==> config.mk <==
export PLATFORM = sky130hd
export DESIGN_NAME = uart_tx_scheduler
export DESIGN_NICKNAME = d
export VERILOG_FILES = /design/src/rtl/uart_tx_scheduler.sv
export SDC_FILE = /design/constraint.sdc
export NUM_CORES = 1
export LEC_CHECK = 0
export BUFFER_PORTS_ARGS = -buffer_cell sky130_fd_sc_hd__buf_2
export CAP_MARGIN = 25
export CORE_MARGIN = 2
export CORE_UTILIZATION = 60
export CTS_BUF_LIST = sky130_fd_sc_hd__clkbuf_4 sky130_fd_sc_hd__clkbuf_8 sky130_fd_sc_hd__clkbuf_16
export CTS_CLUSTER_SIZE = 24
export DETAILED_ROUTE_END_ITERATION = 12
export HOLD_SLACK_MARGIN = 0.08
export PLACE_DENSITY = 0.8
export SYNTH_ARGS = -nofsm -noshare
export SYNTH_HDL_FRONTEND = slang
export SYNTH_SLANG_ARGS = --single-unit
==> constraint.sdc <==
create_clock -name clk -period 6.7 [get_ports clk]
set_input_delay 1.005 -clock clk [delete_from_list [all_inputs] [get_ports clk]]
set_output_delay 1.005 -clock clk [all_outputs]
set_load 0.02 [all_outputs]
==> src/rtl/uart_tx_scheduler.sv <==
// uart_tx_scheduler
// Byte queue between the CPU write decode and a UART transmitter. Bytes are
// buffered in a small circular FIFO and launched one at a time. Each launch
// is a single-cycle tx_enable pulse. The scheduler then follows the
// transmitter's idle/busy status, which arrives from another clock domain,
// so that software never has to poll tx_status before writing a byte.
//
// Handshake: push/push_data is a valid/ready pair. The ready side is !full,
// sampled from the registered count at the start of the cycle. A byte
// transfers only in a cycle where push && !full. A push while full is not
// stalled. It is dropped and recorded in the sticky overflow flag.

module uart_tx_scheduler #(
    parameter int DEPTH       = 8,
    parameter int AW          = 3,
    parameter int ACK_TIMEOUT = 255
) (
    input  logic          clk,
    input  logic          reset,
    input  logic          push,
    input  logic [7:0]    push_data,
    input  logic          flush,
    input  logic          clr_err,
    input  logic          tx_status,
    output logic [7:0]    tx_data,
    output logic          tx_enable,
    output logic          full,
    output logic          empty,
    output logic [AW:0]   count,
    output logic          busy,
    output logic          overflow,
    output logic          timeout
);

    // Timer is wide enough to hold ACK_TIMEOUT. WAIT_BUSY gives up on the
    // cycle in which the timer holds ACK_TIMEOUT-1. That cycle is the
    // ACK_TIMEOUT-th cycle spent waiting.
    localparam int             TW         = $clog2(ACK_TIMEOUT + 1);
    localparam logic [TW-1:0]  TIMER_LAST = TW'(ACK_TIMEOUT - 1);
    localparam logic [AW:0]    DEPTH_C    = (AW + 1)'(DEPTH);

    typedef enum logic [1:0] {
        IDLE      = 2'd0,
        START     = 2'd1,
        WAIT_BUSY = 2'd2,
        WAIT_DONE = 2'd3
    } state_t;

    // Scheduler state. The state register is kept under a plain name so
    // checkers can bind to it; busy is its externally visible summary.
    state_t          state;
    state_t          state_next;
    logic [TW-1:0]   timer;
    logic [TW-1:0]   timer_next;

    // Synchronized transmitter status. It resets to 0 (busy), so nothing
    // launches until the UART has been seen idle through both flops.
    logic            st_meta;
    logic            st_s;

    // FIFO storage and pointers.
    logic [7:0]      mem [DEPTH];
    logic [AW-1:0]   wr_ptr;
    logic [AW-1:0]   rd_ptr;
    logic [7:0]      head;

    // Per-cycle events.
    logic            push_acc;
    logic            pop;
    logic            overflow_set;
    logic            timeout_set;

    assign full  = (count == DEPTH_C);
    assign empty = (count == '0);
    assign busy  = (state != IDLE);
    assign head  = mem[rd_ptr];

    // Acceptance uses the registered full. A simultaneous pop does not free
    // a slot for this cycle's push. A flush discards the pushed byte and
    // does not count it as an overflow.
    assign push_acc     = push && !full && !flush;
    assign overflow_set = push && full && !flush;

    // Two-flop synchronizer for the asynchronous transmitter status.
    always_ff @(posedge clk) begin
        if (reset) begin
            st_meta <= 1'b0;
            st_s    <= 1'b0;
        end else begin
            st_meta <= tx_status;
            st_s    <= st_meta;
        end
    end

    // Byte storage. It is written only on an accepted push and needs no reset.
    always_ff @(posedge clk) begin
        if (!reset && push_acc) begin
            mem[wr_ptr] <= push_data;
        end
    end

    // Pointers and the explicit occupancy count. A flush empties the queue
    // but leaves any byte already handed to the transmitter alone.
    always_ff @(posedge clk) begin
        if (reset || flush) begin
            wr_ptr <= '0;
            rd_ptr <= '0;
            count  <= '0;
        end else begin
            if (push_acc) begin
                wr_ptr <= wr_ptr + 1'b1;
            end
            if (pop) begin
                rd_ptr <= rd_ptr + 1'b1;
            end
            case ({push_acc, pop})
                2'b10:   count <= count + 1'b1;
                2'b01:   count <= count - 1'b1;
                default: count <= count;
            endcase
        end
    end

    // Sticky error flags. A set event in the same cycle beats clr_err.
    always_ff @(posedge clk) begin
        if (reset) begin
            overflow <= 1'b0;
            timeout  <= 1'b0;
        end else begin
            if (overflow_set) begin
                overflow <= 1'b1;
            end else if (clr_err) begin
                overflow <= 1'b0;
            end
            if (timeout_set) begin
                timeout <= 1'b1;
            end else if (clr_err) begin
                timeout <= 1'b0;
            end
        end
    end

    // Scheduler registers. The launched byte is captured on the pop. The
    // launch pulse is registered, so it is high exactly while in START.
    always_ff @(posedge clk) begin
        if (reset) begin
            state     <= IDLE;
            timer     <= '0;
            tx_data   <= 8'h00;
            tx_enable <= 1'b0;
        end else begin
            state     <= state_next;
            timer     <= timer_next;
            tx_enable <= (state_next == START);
            if (pop) begin
                tx_data <= head;
            end
        end
    end

    // Scheduler next state. It pops when the UART is idle, pulses START,
    // waits for the UART to go busy (or gives up), then waits for it to go idle.
    always_comb begin
        state_next  = state;
        timer_next  = timer;
        pop         = 1'b0;
        timeout_set = 1'b0;
        case (state)
            IDLE: begin
                if (!empty && st_s) begin
                    pop        = 1'b1;
                    state_next = START;
                end
            end
            START: begin
                timer_next = '0;
                state_next = WAIT_BUSY;
            end
            WAIT_BUSY: begin
                if (!st_s) begin
                    state_next = WAIT_DONE;
                end else if (timer == TIMER_LAST) begin
                    // The UART never acknowledged; drop this byte and move on.
                    timeout_set = 1'b1;
                    state_next  = IDLE;
                end else begin
                    timer_next = timer + 1'b1;
                end
            end
            WAIT_DONE: begin
                if (st_s) begin
                    state_next = IDLE;
                end
            end
            default: begin
                state_next = IDLE;
            end
        endcase
    end

endmodule

==> impl_table.tex, run 1 <==
\begin{tabular}{lr}
\hline
Metric & Value \\
\hline
\multicolumn{2}{l}{\textbf{Logic synthesis}} \\
\quad Cell count after synthesis & 269 \\
\quad Flip-flop cell with the highest count after synthesis & edfxtp\_1 \\
\quad Proportion of netlist area held by the largest area contributor & 47.7\% \\
\quad Leading cell types by count after synthesis & edfxtp\_1 (64), dfxtp\_1 (33), nor2\_1 (22) \\
\quad Most instantiated library cell after synthesis & edfxtp\_1 \\
\quad Post-synth EDFFs & 64 \\
\quad Cell types with the largest area share after synthesis & edfxtp\_1 (48\%), dfxtp\_1 (16\%), mux4\_2 (8.9\%) \\
\quad Proportion of register bits with asynchronous set or reset after synthesis & 0\% \\
\quad Synthesis warning total & 0 \\
\quad Library cells used by synthesis & 45 \\
\quad Yosys top cell by area & edfxtp\_1 \\
\quad Sequential cell area fraction in the yosys report & about 64\% \\
\quad Post-synthesis register bit count & 97 \\
\quad Synth Net Count & 291 \\
\quad Average instance area after synthesis & between 10 and 15 µm² \\
\quad Cell area after synthesis & between 4000 and 5000 µm² \\
\multicolumn{2}{l}{\textbf{Critical path}} \\
\quad Signal arrival time at the worst endpoint & 2.81 ns \\
\quad Critical path capture point type & flop \\
\quad Worst reg2reg path endpoint & count[3]\$\_SDFFE\_PP0P\_ \\
\quad Worst-path maximum fanout & 5 \\
\quad Delay of the slowest cell on the worst path & 0.66 ns \\
\quad Cells along the critical path & buf\_2 -> nor2b\_1 -> nor2b\_1 -> nand2b\_1 -> nor3\_1 -> buf\_4 \\
\quad Cell count of the worst reg-to-reg path & 9 \\
\quad Kind of cell adding the most delay to the critical path & simple AND/OR/NAND/NOR gates \\
\quad Register-to-register setup slack & slightly above 4 ns \\
\quad FF-to-FF Start & count[0]\$\_SDFFE\_PP0P\_ \\
\quad Worst Path Required & a little under 7 ns \\
\quad Number of buffers and inverters on the critical path & 2 \\
\quad Slowest cell on crit path & nor3\_1 \\
\quad Most frequent CP cell & nor2b\_1 \\
\quad Type of the worst setup path & in -> reg \\
\quad Startpoint type of the worst setup path & input pin \\
\multicolumn{2}{l}{\textbf{Clock tree}} \\
\quad Cells resized by post-CTS repair & 0 \\
\quad Max Root-Sink Buffers & 2 \\
\quad Clk sink count & a little under 100 \\
\quad Root buf cell & clkbuf\_8 \\
\quad H-tree Lvls & 3 \\
\quad Clk slew on worst S/H paths & about 0.10 ns \\
\quad CTS tree & built \\
\quad Post-CTS Setup Repair Bufs & 0 \\
\quad Later-pin clock latency in the skew report & 0.37 ns \\
\quad Total CTS buffers & 9 \\
\quad Quantity of hold-fixing buffers added after cts & 0 \\
\multicolumn{2}{l}{\textbf{STA}} \\
\quad Setup violators final & 0 \\
\quad Time the final worst path needs with I/O delays and setup & between 2 and 3 ns \\
\quad Minimum hold slack & 0.480 ns \\
\quad Unrepaired setup endpoints after global routing & no \\
\quad Post-route fraction of the period consumed by the critical path & between 40\% and 50\% \\
\quad Max Slew Vio Count & 0 \\
\quad Max Freq & $\sim$370 MHz \\
\quad Pin slew with the least headroom to its limit & 0.930 ns \\
\quad Number of endpoints with negative hold slack in the final report & 0 \\
\quad Max Clock Skew & a little under 0.009 ns \\
\quad Tightest slew margin relative to the limit & between 30\% and 40\% \\
\quad Aggregate negative setup slack & 0 ns \\
\multicolumn{2}{l}{\textbf{Finish}} \\
\quad Finished Core Util & 69.5\% \\
\quad Area delta synth->final & 10.8\% \\
\quad Share of layout cells above drive strength 1 & between 30 and 40\% \\
\quad Final net count & $\sim$330 \\
\quad Layout fillers & around 430 \\
\quad Count of inserted antenna diode cells & 0 \\
\multicolumn{2}{l}{\textbf{Power and ir drop}} \\
\quad Power per standard cell area & 233 nW/µm² \\
\quad Maximum ir drop on the vdd rail & between 150 and 200 µV \\
\quad Leakage power total & roughly 1.6 nW \\
\multicolumn{2}{l}{\textbf{Global routing}} \\
\quad Initial antenna violation count & 0 \\
\quad Total global routing overflow & 0 \\
\quad First-pass GRT wire length & between 10 and 15 mm \\
\quad Via count of the first global-routing pass & $\sim$2200 \\
\quad Pin count of the biggest net entering global routing & 31 \\
\quad GRT Resource Usage Total & around a fifth \\
\multicolumn{2}{l}{\textbf{Floorplan}} \\
\quad Standard cell core area & $\sim$6400 µm² \\
\quad Die outline width & 86.0 µm \\
\quad Number of top-level design ports & 32 \\
\quad Starting density of the core & between 60\% and 70\% \\
\quad Floorplan die height & $\sim$86 µm \\
\quad Row count & 29 \\
\quad Total Die Area & approximately 7400 µm² \\
\multicolumn{2}{l}{\textbf{Placement}} \\
\quad Port bufs & 31 \\
\quad Global placement routability congestion & about 0.76 \\
\quad HPWL after DPL & around 4.6 mm \\
\multicolumn{2}{l}{\textbf{Worst hold path}} \\
\quad Startpoint of the lowest-slack hold path & st\_meta\$\_SDFF\_PP0\_ \\
\quad Min-Delay Endpoint & st\_s\$\_SDFF\_PP0\_ \\
\quad Hold WC Path Type & reg -> reg \\
\quad Hold Crit Depth & 1 \\
\multicolumn{2}{l}{\textbf{Route}} \\
\quad Antenna-violating nets left & 0 \\
\quad Total number of vias & 2276 \\
\quad Router iterations before antenna repair & 4 \\
\quad Residual DRC count & 0 \\
\quad Initial DRC Count & 181 \\
\quad Average via count per standard cell & 5.85 \\
\quad Total Routed Length & $\sim$7 mm \\
\quad Post-DR wirelength/cell & about 18 µm \\
\multicolumn{2}{l}{\textbf{Status}} \\
\quad Run status & finished, final reports clean \\
\multicolumn{2}{l}{\textbf{Flow run}} \\
\quad Max cap viols & 0 \\
\hline
\end{tabular}
## per-stage QoR
stage | cells | worst slack [ns] | cell area [µm²] | power [mW]
final | 389 | 3.98 | 4470 | 1.04
after detailed placement | 372 | 3.44 | 4270 | 0.688
after CTS | 388 | 3.82 | 4460 | 1.05
after global placement | 369 | 3.36 | 4240 | 0.687
after global routing | 389 | 3.85 | 4470 | 1.08
after floorplan | 269 | 3.83 | 4030 | 0.675
## state kept, by name (all words and copies together) (netlist names)
signal,count
mem,64
timer,8
tx_data,8
count,4
rd_ptr,3
wr_ptr,3
state,2
overflow,1
st_meta,1
st_s,1
timeout,1
tx_enable,1
## logic make-up (layout without fill, tap and decap cells)
| logic type | Yosys count | after routing | synth area share [%] |
|---|---|---|---|
| muxes | 19 | 19 | 9.68 |
| AOI/OAI and AO/OA | 30 | 30 | 4.90 |
| buffers and inverters | 20 | 63 | 2.48 |
| and+or+nand+nor | 89 | 89 | 14.9 |
| xor gates and xnor gates | 6 | 6 | 1.30 |
| adders and majority gates | 8 | 8 | 2.67 |
| DFF | 97 | 97 | 64.1 |
## power by group
part | switching, mW | internal, mW
Clock | 0.219 | 0.145
Combinational | 0.0206 | 0.0118
Sequential | 0.00282 | 0.639
Total | 0.243 | 0.796
## routing by layer
layer	routed length, µm	vias to the layer above	GRT usage, %
met4	163	0	9.09
met5	0	-	0
met3	494	15	6.06
met1	2950	1095	26.4
met2	3450	74	34.2
li1	-	1092	-
## worst reg2reg max path: cells and delay by family, from the launching register on
kind                     cells  cell delay (ns)
AO/OA/AOI/OAI                4             0.58
adder cells (fa/ha/maj)      2             0.67
buffers and inverters        1             0.19
flip-flops                   1             0.38
AND/OR/NAND/NOR              2             0.74
## worst max path at each step
stage	end	start	depth (start not counted)	slack (ns)
after global placement	mem[5][0]$_DFFE_PP_	flush	5	3.36
after floorplan	mem[4][0]$_DFFE_PP_	push	4	3.83
after global routing	mem[1][7]$_DFFE_PP_	flush	6	3.85
after CTS	mem[0][6]$_DFFE_PP_	flush	6	3.82
final	mem[1][7]$_DFFE_PP_	flush	6	3.98
after detailed placement	mem[0][3]$_DFFE_PP_	flush	6	3.44
## cell usage in the layout (no fill, tap or decap), types with 4 or more instances in the layout
cell type | netlist | routed
clkbuf_8 | 0 | 9
nor2_4 | 8 | 8
ha_1 | 7 | 7
dfxtp_1 | 33 | 33
inv_1 | 9 | 9
nor3_1 | 4 | 4
o22ai_1 | 8 | 8
edfxtp_1 | 64 | 64
buf_4 | 1 | 4
o31ai_1 | 4 | 4
nor2b_1 | 6 | 6
nand3_1 | 9 | 9
buf_2 | 1 | 32
nor2_1 | 22 | 22
a21oi_1 | 8 | 8
mux4_2 | 16 | 16
xnor2_1 | 4 | 4
nand2_1 | 11 | 11
nor3_2 | 8 | 8
## area by class of cell
type	count	area [µm²]	area share (%)
tap	77	96.3	2.16
clock buffer	9	124	2.77
multi-input combinational	152	1350	30.2
clock inverter	7	71.3	1.60
inverter	10	37.5	0.841
sequential	97	2580	57.8
timing repair buffer	37	205	4.60
Power figures use the tool's default switching activity.
==> inputs of run 2 (changes only) <==
Settings changed: ABC_AREA set to 1, CORE_UTILIZATION 60 to 54, PLACE_DENSITY 0.8 to 0.76.
Clock period 6.7 ns to 2.4 ns, I/O delays scaled along.
==> impl_table.tex, run 2 <==
\begin{tabular}{lr}
\hline
Metric & Value \\
\hline
\multicolumn{2}{l}{\textbf{Status}} \\
\quad Run status & finished, final reports clean \\
\multicolumn{2}{l}{\textbf{Clock tree}} \\
\quad Clk sink count & 97 (unchanged) \\
\quad Max Root-Sink Buffers & 2 (unchanged) \\
\quad Clk slew on worst S/H paths & 0.10 ns (about the same) \\
\quad Root buf cell & clkbuf\_8 \\
\quad CTS tree & built \\
\quad H-tree Lvls & 3 (unchanged) \\
\quad Quantity of hold-fixing buffers added after cts & 0 (unchanged) \\
\quad Cells resized by post-CTS repair & 0 (unchanged) \\
\quad Total CTS buffers & 9 (unchanged) \\
\quad Post-CTS Setup Repair Bufs & 0 (unchanged) \\
\quad Later-pin clock latency in the skew report & 0.36 ns (about the same) \\
\multicolumn{2}{l}{\textbf{Finish}} \\
\quad Layout fillers & 646 (+49\%) \\
\quad Final net count & 500 (+52\%) \\
\quad Registers with the most flip-flops & mem (64), timer (8), tx\_data (8) \\
\quad Commonest non-fill, non-tap cells in the layout & nand2\_1 (112), edfxtp\_1 (64), inv\_1 (45) \\
\quad Share of layout cells above drive strength 1 & 18.6\% (-12 points) \\
\quad Area delta synth->final & 11.5\% \\
\quad Flip-flop count of the largest register, all copies and words added & 64 (unchanged) \\
\quad Post-layout instance count excluding filler cells & 585 (+50\%) \\
\quad Area of the multi-input gates & 1390 µm² (+3.2\%) \\
\quad FF/Latch Area & 2580 µm² (unchanged) \\
\quad Count of inserted antenna diode cells & 0 (unchanged) \\
\quad Top register by number of flip-flops & mem \\
\quad Most common cell after layout, fill and taps aside & nand2\_1 \\
\multicolumn{2}{l}{\textbf{Critical path}} \\
\quad Type of the worst setup path & reg -> reg \\
\quad Critical path capture point type & flop \\
\quad Startpoint type of the worst setup path & flop \\
\quad Register-to-register setup slack & 0.49 ns (-3.55 ns) \\
\quad Signal arrival time at the worst endpoint & 2.21 ns (-0.60 ns) \\
\quad Cells along the critical path & nor2\_1 -> nand3\_1 -> nand2\_2 -> ha\_1 -> ha\_1 -> nand3\_1 -> nand3\_1 -> nand2\_1 -> nand3\_1 -> nand2\_1 -> nand2\_1 -> nor2\_1 \\
\quad Worst Path Required & 2.70 ns (-4.09 ns) \\
\quad Worst-path maximum fanout & 7 (+2) \\
\quad Delay of the slowest cell on the worst path & 0.41 ns (-0.25 ns) \\
\quad Most frequent CP cell & nand3\_1 \\
\quad Slowest cell on crit path & dfxtp\_1 \\
\multicolumn{2}{l}{\textbf{Floorplan}} \\
\quad Total Die Area & 8600 µm² (+16\%) \\
\quad Standard cell core area & 7690 µm² (+20\%) \\
\quad Die outline width & 92.7 µm (+7.9\%) \\
\quad Row count & 32 (+10\%) \\
\quad Starting density of the core & 55.3\% (-7.5 points) \\
\quad Number of top-level design ports & 32 (unchanged) \\
\quad Floorplan die height & 92.7 µm (+7.9\%) \\
\multicolumn{2}{l}{\textbf{STA}} \\
\quad Number of endpoints with negative hold slack in the final report & 0 (unchanged) \\
\quad Max Freq & around 520 MHz \\
\quad Post-route fraction of the period consumed by the critical path & approximately 80\% \\
\quad Max Slew Vio Count & 0 (unchanged) \\
\quad Setup violators final & 0 (unchanged) \\
\quad Time the final worst path needs with I/O delays and setup & 1.91 ns \\
\quad Pin slew with the least headroom to its limit & 0.521 ns (-0.409 ns) \\
\quad Final worst slack & 0.489 ns (-3.49 ns) \\
\quad Tightest slew margin relative to the limit & 65.2\% (+27 points) \\
\quad Unrepaired setup endpoints after global routing & no \\
\quad Max Clock Skew & 0.0137 ns (+0.00482 ns) \\
\quad Aggregate negative setup slack & 0 ns (unchanged) \\
\multicolumn{2}{l}{\textbf{Logic synthesis}} \\
\quad Most instantiated library cell after synthesis & nand2\_1 \\
\quad Proportion of netlist area held by the largest area contributor & 45.2\% (-2.5 points) \\
\quad Cell count after synthesis & 438 (+63\%) \\
\quad Synth Net Count & 460 (+58\%) \\
\quad Sequential cell area fraction in the yosys report & 60.8\% (-3.3 points) \\
\quad Leading cell types by count after synthesis & nand2\_1 (112), edfxtp\_1 (64), inv\_1 (45) \\
\quad Post-synthesis register bit count & 97 (unchanged) \\
\quad Average instance area after synthesis & 9.70 µm² (-35\%) \\
\quad Yosys top cell by area & edfxtp\_1 \\
\quad Proportion of register bits with asynchronous set or reset after synthesis & 0\% (unchanged) \\
\quad Post-synth EDFFs & 64 (unchanged) \\
\quad Library cells used by synthesis & 30 (-33\%) \\
\quad Cell area after synthesis & 4250 µm² (+5.4\%) \\
\quad Cell types with the largest area share after synthesis & edfxtp\_1 (45\%), dfxtp\_1 (16\%), nand2\_1 (9.9\%) \\
\quad Synthesis warning total & 0 (unchanged) \\
\quad Flip-flop cell with the highest count after synthesis & edfxtp\_1 \\
\multicolumn{2}{l}{\textbf{Power and ir drop}} \\
\quad Total Power Consumption & 2.98 mW (+190\%) \\
\quad Maximum ir drop on the vdd rail & 386 µV (+110\%) \\
\quad Power per standard cell area & 629 nW/µm² (+170\%) \\
\quad Leakage power total & 1.88 nW (+20\%) \\
\multicolumn{2}{l}{\textbf{Placement}} \\
\quad Port bufs & 31 (unchanged) \\
\quad Global placement routability congestion & 0.896 (+19\%) \\
\quad Count of placed standard cells including taps & 569 (+53\%) \\
\quad Pre-CTS WS & 0.384 ns (-3.06 ns) \\
\quad HPWL after DPL & 5.72 mm (+24\%) \\
\multicolumn{2}{l}{\textbf{Route}} \\
\quad Total number of vias & 3042 (+34\%) \\
\quad Antenna-violating nets left & 0 (unchanged) \\
\quad Total Routed Length & 8.48 mm (+20\%) \\
\quad Router iterations before antenna repair & 4 (unchanged) \\
\quad Initial DRC Count & 266 (+47\%) \\
\quad Residual DRC count & 0 (unchanged) \\
\quad Average via count per standard cell & 5.20 (-11\%) \\
\quad Post-DR wirelength/cell & 14.5 µm (-20\%) \\
\multicolumn{2}{l}{\textbf{Global routing}} \\
\quad Pin count of the biggest net entering global routing & 36 (+16\%) \\
\quad GRT Resource Usage Total & 21.0\% (about the same) \\
\quad Total global routing overflow & 0 (unchanged) \\
\quad First-pass GRT wire length & 13.8 mm (+23\%) \\
\quad Initial antenna violation count & 0 (unchanged) \\
\quad Via count of the first global-routing pass & 2886 (+29\%) \\
\multicolumn{2}{l}{\textbf{Flow run}} \\
\quad Max cap viols & 0 (unchanged) \\
\multicolumn{2}{l}{\textbf{Worst hold path}} \\
\quad Hold WC Path Type & in -> reg \\
\hline
\end{tabular}
[run 2: changes by cell type after synthesis, sizes merged, moves of 6 or more]
cell   before  now
nand2      12  116
nand3      11   53
inv        10   47
a21oi       8   26
nor2       30   47
mux4       16    0
o21ai       2   18
nor3       12    1
buf         5   14
o22ai       8    0
nor2b       6    0
[run 2: cell families after synthesis]
family | Yosys count | share of synthesized area (%)
adder cells (fa/ha/maj) | 8 | 2.53
buffers and inverters | 64 | 6.48
AO/OA/AOI/OAI | 45 | 6.27
XOR/XNOR | 1 | 0.206
AND/OR/NAND/NOR | 223 | 23.8
flip-flops | 97 | 60.8
[run 2: stage by stage]
stage | util [%] | hold WS [ns] | area [µm²]
floorplan | - | 0.388 | 4250
global placement | 59.0 | 0.403 | 4540
detailed placement | 59.0 | 0.406 | 4540
CTS | 61.7 | 0.193 | 4740
global route | 61.7 | 0.209 | 4740
finish | 61.7 | 0.211 | 4740
[run 2: where the power goes]
part | switching (mW) | internal, mW | total [mW]
logic | 0.0865 | 0.0377 | 0.124
clock network | 0.550 | 0.513 | 1.06
registers | 0.00850 | 1.79 | 1.80
[run 2: layer usage]
layer | wire length, µm | track usage, % | up-vias
li1 | - | - | 1519
met1 | 3740 | 27.9 | 1418
met2 | 4130 | 33.4 | 90
met3 | 444 | 4.72 | 15
met4 | 163 | 8.82 | 0
met5 | 0 | 0 | -
[run 2: critical path, delay by kind of cell (launching register included)]
family	cells	cell delay, ns
fa+ha+maj	2	0.60
flops	1	0.41
simple gates	10	0.84
[run 2: final timing paths]
kind	start	end	cells after the start
worst max-delay path	count[1]$_SDFFE_PP0P_	count[3]$_SDFFE_PP0P_	12
worst min-delay path	tx_status	st_meta$_SDFF_PP0_	3
worst max register to register	count[1]$_SDFFE_PP0P_	count[3]$_SDFFE_PP0P_	12
worst min register to register	st_meta$_SDFF_PP0_	st_s$_SDFF_PP0_	2
[run 2: final cells by class]
cell class / instances / share of cell area, %
inverters: 49 / 3.88
clock inverters: 6 / 1.35
well taps: 102 / 2.69
flip-flops and latches: 97 / 54.5
multi-input cells: 277 / 29.4
repair buffers: 44 / 5.33
clock buffers: 10 / 2.90
